<file path="config.mk">
export PLATFORM = sky130hd
export DESIGN_NAME = jk_bank_controller_flat
export DESIGN_NICKNAME = d
export VERILOG_FILES = /design/src/rtl/jk_ctrl_pkg.sv /design/src/rtl/jk_bank_controller_if.sv /design/src/rtl/jk_drive_gen.sv /design/src/rtl/jk_bank_controller.sv /design/src/flat_wrapper.sv
export SDC_FILE = /design/constraint.sdc
export NUM_CORES = 1
export LEC_CHECK = 0
export ABC_AREA = 1
export ABC_CLOCK_PERIOD_IN_PS = 1500
export CAP_MARGIN = 0
export CORE_AREA = 2 2 67 50
export DETAILED_ROUTE_END_ITERATION = 16
export DIE_AREA = 0 0 69 52
export HOLD_SLACK_MARGIN = 0.15
export PLACE_DENSITY_LB_ADDON = 0.08
export SLEW_MARGIN = 10
export SYNTH_ARGS = -nofsm -noshare
export SYNTH_HDL_FRONTEND = slang
export SYNTH_SLANG_ARGS = --single-unit
export TNS_END_PERCENT = 20
</file>
<file path="constraint.sdc">
create_clock -name Clock -period 1.5 [get_ports Clock]
set_input_delay 0.225 -clock Clock [delete_from_list [all_inputs] [get_ports Clock]]
set_output_delay 0.225 -clock Clock [all_outputs]
set_load 0.01 [all_outputs]
</file>
<file path="src/rtl/jk_ctrl_pkg.sv">
// Shared opcodes, FSM state encoding and opcode classification for the JK bank controller.
package jk_ctrl_pkg;

    localparam int unsigned OP_W = 3;

    localparam logic [OP_W-1:0] OP_NOP    = 3'b000;
    localparam logic [OP_W-1:0] OP_LOAD   = 3'b001;
    localparam logic [OP_W-1:0] OP_CLR    = 3'b010;
    localparam logic [OP_W-1:0] OP_CNT_UP = 3'b011;
    localparam logic [OP_W-1:0] OP_CNT_DN = 3'b100;
    localparam logic [OP_W-1:0] OP_SHL    = 3'b101;
    localparam logic [OP_W-1:0] OP_TOGGLE = 3'b110;
    localparam logic [OP_W-1:0] OP_ILL    = 3'b111;

    typedef enum logic [1:0] {
        S_IDLE = 2'd0,
        S_EXEC = 2'd1,
        S_DONE = 2'd2
    } state_e;

    // Ops whose step count comes from cmd_count.
    function automatic logic is_multi_step(input logic [OP_W-1:0] op);
        return (op == OP_CNT_UP) || (op == OP_CNT_DN) || (op == OP_SHL);
    endfunction

    function automatic logic is_single_step(input logic [OP_W-1:0] op);
        return (op == OP_LOAD) || (op == OP_CLR) || (op == OP_TOGGLE);
    endfunction

endpackage

</file>
<file path="src/rtl/jk_bank_controller_if.sv">
// Command handshake between test/control logic and the JK bank controller.
interface jk_bank_controller_if
    import jk_ctrl_pkg::*;
#(
    parameter int unsigned WIDTH = 4,
    parameter int unsigned CNT_W = 8
) ();

    logic              cmd_valid;
    logic              cmd_ready;
    logic [OP_W-1:0]   cmd_op;
    logic [WIDTH-1:0]  cmd_data;
    logic [CNT_W-1:0]  cmd_count;

    modport master (
        output cmd_valid, cmd_op, cmd_data, cmd_count,
        input  cmd_ready
    );

    modport slave (
        input  cmd_valid, cmd_op, cmd_data, cmd_count,
        output cmd_ready
    );

endinterface

</file>
<file path="src/rtl/jk_drive_gen.sv">
// Combinational per-bit J/K and ClearN drive from the latched op and live bank feedback.
module jk_drive_gen
    import jk_ctrl_pkg::*;
#(
    parameter int unsigned WIDTH = 4
) (
    input  logic              en_i,
    input  logic [OP_W-1:0]   op_i,
    input  logic [WIDTH-1:0]  data_i,
    input  logic [WIDTH-1:0]  q_i,
    output logic [WIDTH-1:0]  j_o,
    output logic [WIDTH-1:0]  k_o,
    output logic              clear_n_o
);

    logic chain;

    always_comb begin
        j_o       = '0;
        k_o       = '0;
        clear_n_o = 1'b1;
        chain     = 1'b1;
        if (en_i) begin
            case (op_i)
                OP_LOAD: begin
                    j_o = data_i;
                    k_o = ~data_i;
                end
                OP_CLR: clear_n_o = 1'b0;
                // Toggle bit i when all lower bits are 1 (up) or all 0 (down).
                OP_CNT_UP: begin
                    for (int i = 0; i < int'(WIDTH); i++) begin
                        j_o[i] = chain;
                        k_o[i] = chain;
                        chain  = chain & q_i[i];
                    end
                end
                OP_CNT_DN: begin
                    for (int i = 0; i < int'(WIDTH); i++) begin
                        j_o[i] = chain;
                        k_o[i] = chain;
                        chain  = chain & ~q_i[i];
                    end
                end
                OP_SHL: begin
                    j_o[0] = data_i[0];
                    for (int i = 1; i < int'(WIDTH); i++) begin
                        j_o[i] = q_i[i-1];
                    end
                    k_o = ~j_o;
                end
                OP_TOGGLE: begin
                    j_o = data_i;
                    k_o = data_i;
                end
                default: ;
            endcase
        end
    end

endmodule

</file>
<file path="src/rtl/jk_bank_controller.sv">
// Command sequencer for a bank of external JK flip-flops: FSM, step counter and drive generator.
module jk_bank_controller
    import jk_ctrl_pkg::*;
#(
    parameter int unsigned WIDTH = 4,
    parameter int unsigned CNT_W = 8
) (
    input  logic                  Clock,
    input  logic                  Clear,
    jk_bank_controller_if.slave   cmd,
    input  logic [WIDTH-1:0]      Q_in,
    output logic [WIDTH-1:0]      J,
    output logic [WIDTH-1:0]      K,
    output logic                  ClearN_out,
    output logic                  busy,
    output logic                  done,
    output logic                  err
);

    state_e             state_q, state_d;
    logic [OP_W-1:0]    op_q, op_d;
    logic [WIDTH-1:0]   data_q, data_d;
    logic [CNT_W-1:0]   cnt_q, cnt_d;
    logic               accept;
    logic               exec_en;

    assign cmd.cmd_ready = (state_q == S_IDLE) && !Clear;
    assign accept        = cmd.cmd_valid && cmd.cmd_ready;
    assign exec_en       = (state_q == S_EXEC) && !Clear;
    assign busy          = (state_q != S_IDLE);
    assign done          = (state_q == S_DONE) && !Clear;
    assign err           = (state_q == S_DONE) && (op_q == OP_ILL) && !Clear;

    // Zero-step commands (NOP, illegal, multi-step with count 0) skip EXEC.
    always_comb begin
        state_d = state_q;
        op_d    = op_q;
        data_d  = data_q;
        cnt_d   = cnt_q;
        case (state_q)
            S_IDLE: begin
                if (accept) begin
                    op_d   = cmd.cmd_op;
                    data_d = cmd.cmd_data;
                    if (is_single_step(cmd.cmd_op)) begin
                        cnt_d   = CNT_W'(1);
                        state_d = S_EXEC;
                    end else if (is_multi_step(cmd.cmd_op) && (cmd.cmd_count != '0)) begin
                        cnt_d   = cmd.cmd_count;
                        state_d = S_EXEC;
                    end else begin
                        cnt_d   = '0;
                        state_d = S_DONE;
                    end
                end
            end
            S_EXEC: begin
                if (cnt_q == CNT_W'(1)) begin
                    cnt_d   = '0;
                    state_d = S_DONE;
                end else begin
                    cnt_d = cnt_q - CNT_W'(1);
                end
            end
            S_DONE:  state_d = S_IDLE;
            default: state_d = S_IDLE;
        endcase
    end

    always_ff @(posedge Clock) begin
        if (Clear) begin
            state_q <= S_IDLE;
            op_q    <= OP_NOP;
            data_q  <= '0;
            cnt_q   <= '0;
        end else begin
            state_q <= state_d;
            op_q    <= op_d;
            data_q  <= data_d;
            cnt_q   <= cnt_d;
        end
    end

    jk_drive_gen #(
        .WIDTH (WIDTH)
    ) u_drive_gen (
        .en_i      (exec_en),
        .op_i      (op_q),
        .data_i    (data_q),
        .q_i       (Q_in),
        .j_o       (J),
        .k_o       (K),
        .clear_n_o (ClearN_out)
    );

endmodule
</file>
<file path="src/flat_wrapper.sv">
// flat-port wrapper written by rule: the top's interface ports become plain ports
module jk_bank_controller_flat import jk_ctrl_pkg::*;
#(
    parameter int unsigned WIDTH = 4,
    parameter int unsigned CNT_W = 8
)
  (Clock, Clear, Q_in, J, K, ClearN_out, busy, done, err, cmd_cmd_valid, cmd_cmd_op, cmd_cmd_data, cmd_cmd_count, cmd_cmd_ready);
  jk_bank_controller_if #(.WIDTH(WIDTH), .CNT_W(CNT_W)) cmd_i ();
  input  logic Clock;
  input  logic Clear;
  input  logic [WIDTH-1:0] Q_in;
  output logic [WIDTH-1:0] J;
  output logic [WIDTH-1:0] K;
  output logic ClearN_out;
  output logic busy;
  output logic done;
  output logic err;
  input wire logic [$bits(cmd_i.cmd_valid)-1:0] cmd_cmd_valid;
  input wire logic [$bits(cmd_i.cmd_op)-1:0] cmd_cmd_op;
  input wire logic [$bits(cmd_i.cmd_data)-1:0] cmd_cmd_data;
  input wire logic [$bits(cmd_i.cmd_count)-1:0] cmd_cmd_count;
  output wire logic [$bits(cmd_i.cmd_ready)-1:0] cmd_cmd_ready;
  assign cmd_i.cmd_valid = cmd_cmd_valid;
  assign cmd_i.cmd_op = cmd_cmd_op;
  assign cmd_i.cmd_data = cmd_cmd_data;
  assign cmd_i.cmd_count = cmd_cmd_count;
  assign cmd_cmd_ready = cmd_i.cmd_ready;
  jk_bank_controller #(.WIDTH(WIDTH), .CNT_W(CNT_W)) u_core (.Clock(Clock), .Clear(Clear), .cmd(cmd_i), .Q_in(Q_in), .J(J), .K(K), .ClearN_out(ClearN_out), .busy(busy), .done(done), .err(err));
endmodule
</file>
==> run summary, run 1 <==
Status = complete, but fails checks
Violated checks = negative setup slack
CP most frequent cell = nor2_1
Pwr dens = 744.2 nW/µm²
Final Max Tran Viols = 0
Vias in the first global route = 1451
Starting density of the core = 0.4584
First-pass GRT wire length = 6472 µm
HP Class = reg -> reg
Register area = 354.1 µm²
Final WL = 3769 µm
Max stage delay on crit path = 370 ps
CTS tree = done
Via Count = 1628
Fillers = 292
WP data arrival = 1490 ps
CTS clk-pin slew, worst paths = 70 ps
Root buf cell = clkbuf_8
Mapped Cells = 242
Fin crit period = 1718 ps
Initial antenna violation count = 0
Yosys Warn Count = 0
Final setup fails = 8
P&R area growth vs syn = 48.21%
Startpoint Class = flip-flop
Hold path cells = 2
Die width = 69 µm
Hold_ws = 518.9 ps
Met2 Use GR = 0.3269
Global route total overflow = 0
Final Hold Viols = 0
Clock Tree Buf Depth = 2
DRC violations left = 0
Sum Neg Setup Slack = -1025 ps
Placed cell area = 1893 µm²
Nets = 323
Design Area, Final = 2023 µm²
Die ar. = 3588 µm²
H-tree Lvls = 1
Distinct cell type count after synthesis = 25
Worst-margin pin slew = 250.0 ps
Seq/Total Area, Yosys = 0.2493
Starting DRT DRC Count = 86
Critical path cell sequence = buf_6 -> inv_4 -> nand4_1 -> o21ai_2 -> buf_4 -> nor2_1 -> nor2_1 -> buf_2
Vias per cell = 4.845
Crit path capture type = output pin
Most frequent cells in the layout = nand2_1 (58), inv_1 (37), nor2_1 (36)
GRT met3 Usage = 0.05039
Tot GR Track Use = 0.2261
M1 GR Usage = 0.3318
Leakage = 0.001031 µW
Port buffer count = 33
RD Place Congestion = 0.8377
Drt first pass iters = 4
CP max-delay cell = dfxtp_4
Die H = 52 µm
PnR worst setup slack = -217.9 ps
Max-cap violations = 0
DP Cell Count = 331
Achievable clock frequency = 582.1 MHz
Most common cell after layout, fill and taps aside = nand2_1
Critical path data required time = 1270 ps
Max FO, Critical Path = 5
Setup Skew = 1.893 ps
Share of cells above drive strength 1 = 0.2450
Post-synthesis net count = 266
Worst R2R Path Depth = 8
Wirelength per Cell = 11.22 µm
CTS sink cnt = 17
Most Crowded Layer GR = met1
Largest net degree at the start of global routing = 17
Non-Filler Instances = 336
CTS Buf Count = 3
Diodes inserted = 0
Seq cells post-synth = 17
Post-DRT Antenna Nets = 0
Ports = 35
Site Rows = 17
Multi-input logic area = 922.1 µm²
Syn Area/Cell = 5.641 µm²
DP Wirelength = 2785 µm
Rel. slew slack = 0.8332
RSZ-0062 raised after global routing = yes
Worst Setup Path Type = reg -> out
Peak VDD IR = 0.5192 mV
Skew-Pair Late Insertion Delay = 260 ps
Core outline area = 2978 µm²
Fin crit share = 1.145
Cell area after synthesis = 1365 µm²
==> per-stage QoR <==
step             util  power [µW]  setup WS, ps
4_1_cts        0.6710        1499        -141.2
3_3_place_gp   0.6357        1107        -534.7
6_report       0.6794        1506        -217.9
3_5_place_dp   0.6357        1113        -552.0
5_1_grt        0.6794        1630        -287.4
2_1_floorplan       -       904.1         198.9
==> what timing repair did <==
action / in CTS / in global routing
endpoints found under the setup margin: 13 / 10
gates resized for setup: 79 / 14
pin swaps: 5 / 6
hold buffers: 0 / 0
hold endpoints to repair: 0 / 0
setup buffers: 1 / 1
==> logic make-up after synthesis <==
group                    Yosys count  share of synthesized area
buffers and inverters             50                     0.1467
AO/OA/AOI/OAI                     41                     0.1586
XOR/XNOR                           3                    0.01925
flip-flops                        17                     0.2493
AND/OR/NAND/NOR                  129                     0.4079
adder cells (fa/ha/maj)            2                    0.01833
==> worst max-delay path, delay by kind of cell, from the launching register on <==
| kind | cells | cell delay [ps] |
|---|---|---|
| AND/OR/NAND/NOR | 3 | 280 |
| buffers and inverters | 4 | 440 |
| flip-flops | 1 | 370 |
| AO/OA/AOI/OAI | 1 | 140 |
==> synthesized netlist by cell type, drive strengths merged <==
library cell | count | area [µm²]
nand2 | 63 | 246.5
a21oi | 13 | 65.06
o211ai | 1 | 7.510
nor2 | 42 | 170.2
o22ai | 7 | 43.79
dfxtp | 17 | 340.3
nand3 | 17 | 97.60
nor3 | 2 | 10.01
buf | 3 | 23.77
xor2 | 1 | 8.760
nand4 | 4 | 25.02
o21ai | 20 | 100.1
nand3b | 1 | 7.510
xnor2 | 2 | 17.52
clkbuf | 1 | 3.750
inv | 46 | 172.7
ha | 2 | 25.02
==> path summary, 6_finish.rpt <==
path	start	to	slack, ps
max reg2reg	u_core.cnt_q[0]	u_core.cnt_q[4]	220
min reg2reg	u_core.data_q[3]	u_core.data_q[3]	520
max	u_core.op_q[2]	J[2]	-220
min	u_core.data_q[3]	u_core.data_q[3]	520
==> final cells by class <==
class	count	share of cell area
timing repair buffer	56	0.2344
clock buffer	4	0.02226
sequential	17	0.1750
inverter	46	0.08905
tap	38	0.02350
multi-input combinational	175	0.4558
==> layer usage <==
| metal | share of wire | vias up |
|---|---|---|
| met5 | 0 | - |
| met4 | 0.011 | 0 |
| li1 | - | 880 |
| met3 | 0.041 | 5 |
| met1 | 0.55 | 708 |
| met2 | 0.40 | 35 |
==> sequential cells by signal, summed over array words and instances, names as in the netlist <==
signal / flops
u_core.cnt_q: 8
u_core.state_q: 2
u_core.op_q: 3
u_core.data_q: 4
==> power breakdown <==
part | switching [µW] | internal [µW] | total, µW
clock network | 163 | 189 | 352
logic | 330 | 274 | 604
registers | 50.2 | 500 | 550
total | 543 | 963 | 1510
Power figures use the tool's default switching activity.
==> inputs of run 2 (changes only) <==
CORE_AREA = 5 5 70 53   (was 2 2 67 50)
DIE_AREA = 0 0 75 58   (was 0 0 69 52)
==> run 2 against run 1 <==
The run still ends with negative setup slack left. Cell count is 2.4% higher. Cell area rose by 1.8%. Non-clock buffer count grew 8. Critical path depth unchanged. Clock power about the same. Sequential share of layout area fell by 0.37 points. Worst setup slack got worse by 16 ps. Combinational power grew 5.0%. Via count increased by 1.5%. Fmax shrank 0.93%. Die area up 21%. Clock skew grew 5.1 ps. Critical path type unchanged. Largest power group unchanged.
==> run summary, run 2 (synthesis results as in run 1) <==
Max reg flops = 8
Hold endpoint = u_core.data_q[3]
H-tree Lvls = 1
Reg2reg end = u_core.cnt_q[7]
Max stage delay on crit path = 380 ps
Seq pwr share = 0.357
Via Count = 1653
Worst Setup Path Type = reg -> out
Final WL = 4231 µm
Root buf cell = clkbuf_8
Die width = 75 µm
Diodes inserted = 0
Max FO, Critical Path = 6
Pwr dens = 744.5 nW/µm²
Dpl ws = -573.5 ps
Critical path data required time = 1270 ps
Worst-margin pin slew = 260.9 ps
Post-DRT Antenna Nets = 0
Crit path max-delay family = buffers and inverters
Skew-Pair Late Insertion Delay = 250 ps
Worst reg2reg setup slack = 200 ps
WP buf/inv = 4
P&R area growth vs syn = 50.87%
Worst R2R Path Depth = 9
Largest register by flop count = u_core.cnt_q
HP Class = reg -> reg
CTS sink cnt = 17
PnR worst setup slack = -234.1 ps
Fin crit period = 1734 ps
Fin crit share = 1.156
Register area = 352.8 µm²
Status = complete, but fails checks
Net Sw Frac = 0.3633
Wirelength per Cell = 12.30 µm
Largest net degree at the start of global routing = 17
Placed cell area = 1896 µm²
DRC violations left = 0
Final setup fails = 8
RSZ-0062 raised after global routing = yes
Multi-input logic area = 919.6 µm²
Int Pwr = 976.2 µW
Critical path cell sequence = buf_6 -> inv_6 -> nand4_1 -> buf_4 -> o22ai_4 -> nor2_1 -> nor2_1 -> buf_2
Biggest regs = u_core.cnt_q: 8 flops, u_core.data_q: 4 flops, u_core.op_q: 3 flops
Share of cells above drive strength 1 = 0.2614
Startpoint Class = flip-flop
Starting density of the core = 0.4552
Peak VDD IR = 0.4903 mV
Vias per cell = 4.805
Ports = 35
Hold_buf cts = 0
CP most frequent cell = nor2_1
Hold path cells = 2
Leakage = 0.001044 µW
Most frequent cells in the layout = nand2_1 (59), inv_1 (38), nor2_1 (35)
Global route total overflow = 0
Port buffer count = 33
First-pass GRT wire length = 6458 µm
Min-Delay Startpoint = u_core.data_q[3]
Most common cell after layout, fill and taps aside = nand2_1
WP data arrival = 1510 ps
CTS tree = done
Setup Skew = 6.964 ps
Comb power frac = 0.413
Design Area, Final = 2059 µm²
Max-cap violations = 0
Core outline area = 2999 µm²
Drt first pass iters = 4
Final Max Tran Viols = 0
CTS clk-pin slew, worst paths = 60 ps
Starting DRT DRC Count = 150
Vias in the first global route = 1441
RD Place Congestion = 0.8357
Nets = 331
Die ar. = 4350 µm²
Clock power frac = 0.229
CTS Buf Count = 3
Tot GR Track Use = 0.1899
Fillers = 298
P_sw = 557.0 µW
Site Rows = 17
Achievable clock frequency = 576.7 MHz
CP Launch Point = u_core.op_q[2]
Worst r2r src = u_core.cnt_q[1]
Initial antenna violation count = 0
Final Hold Viols = 0
Rel. slew slack = 0.8259
Die H = 58 µm
Crit path capture type = output pin
Sum Neg Setup Slack = -1289 ps
DP Wirelength = 2920 µm
Violated checks = negative setup slack
Clock Tree Buf Depth = 2
CP max-delay cell = dfxtp_4
-- run 2: cell types whose count changed in the layout (fill, tap and decap cells not counted), sizes merged --
cell,change
buf,+10
dlymetal6s2s,-1
clkbuf,-1
-- run 2: tightest hold or removal path, stage by stage, from the launching register on --
cell,delay (ps)
dfxtp_1,320
inv_1,80
a21oi_1,60
-- run 2: area by class of cell --
class | count | share of cell area
sequential | 17 | 0.1713
multi-input combinational | 175 | 0.4465
clock buffer | 4 | 0.02187
tap | 38 | 0.02309
timing repair buffer | 64 | 0.2509
inverter | 46 | 0.08627
-- run 2: routing by layer --
metal  vias up  share of wire  GRT usage  wire length [µm]
met1       714           0.50     0.2959              2098
li1        887              -          -                 -
met4         0          0.011    0.03807                46
met5         -              0          0                 0
met3         4          0.068    0.03466               286
met2        48           0.43     0.2667              1799
-- run 2: power by group through the flow --
stage          clock [µW]  combinational [µW]  sequential, µW
2_1_floorplan           0                 364             540
3_3_place_gp            0                 565             548
3_5_place_dp            0                 569             549
4_1_cts               361                 583             542
5_1_grt               381                 717             554
6_report              351                 634             548
-- run 2: how the worst max path moves through the flow --
stage                 to  slack (ps)  cells past startpoint
floorplan           K[0]         200                      6
global placement    K[2]        -540                      7
detailed placement  K[2]        -570                      7
CTS                 J[2]        -190                      6
global route        J[3]        -360                      8
finish              J[3]        -230                      8
-- run 2: stage by stage --
step	std cells	hold WS, ps	utilization	total power [µW]
finish	344	507.0	0.6867	1533
global route	344	531.9	0.6867	1651
CTS	339	512.5	0.6558	1486
detailed placement	333	503.7	0.6320	1119
global placement	333	477.2	0.6320	1113
floorplan	242	294.1	-	904.1
-- run 2: repair_timing --
action / CTS / global route
pin swaps: 6 / 9
setup endpoints to repair: 13 / 10
setup buffers: 2 / 5
resized for setup: 62 / 30
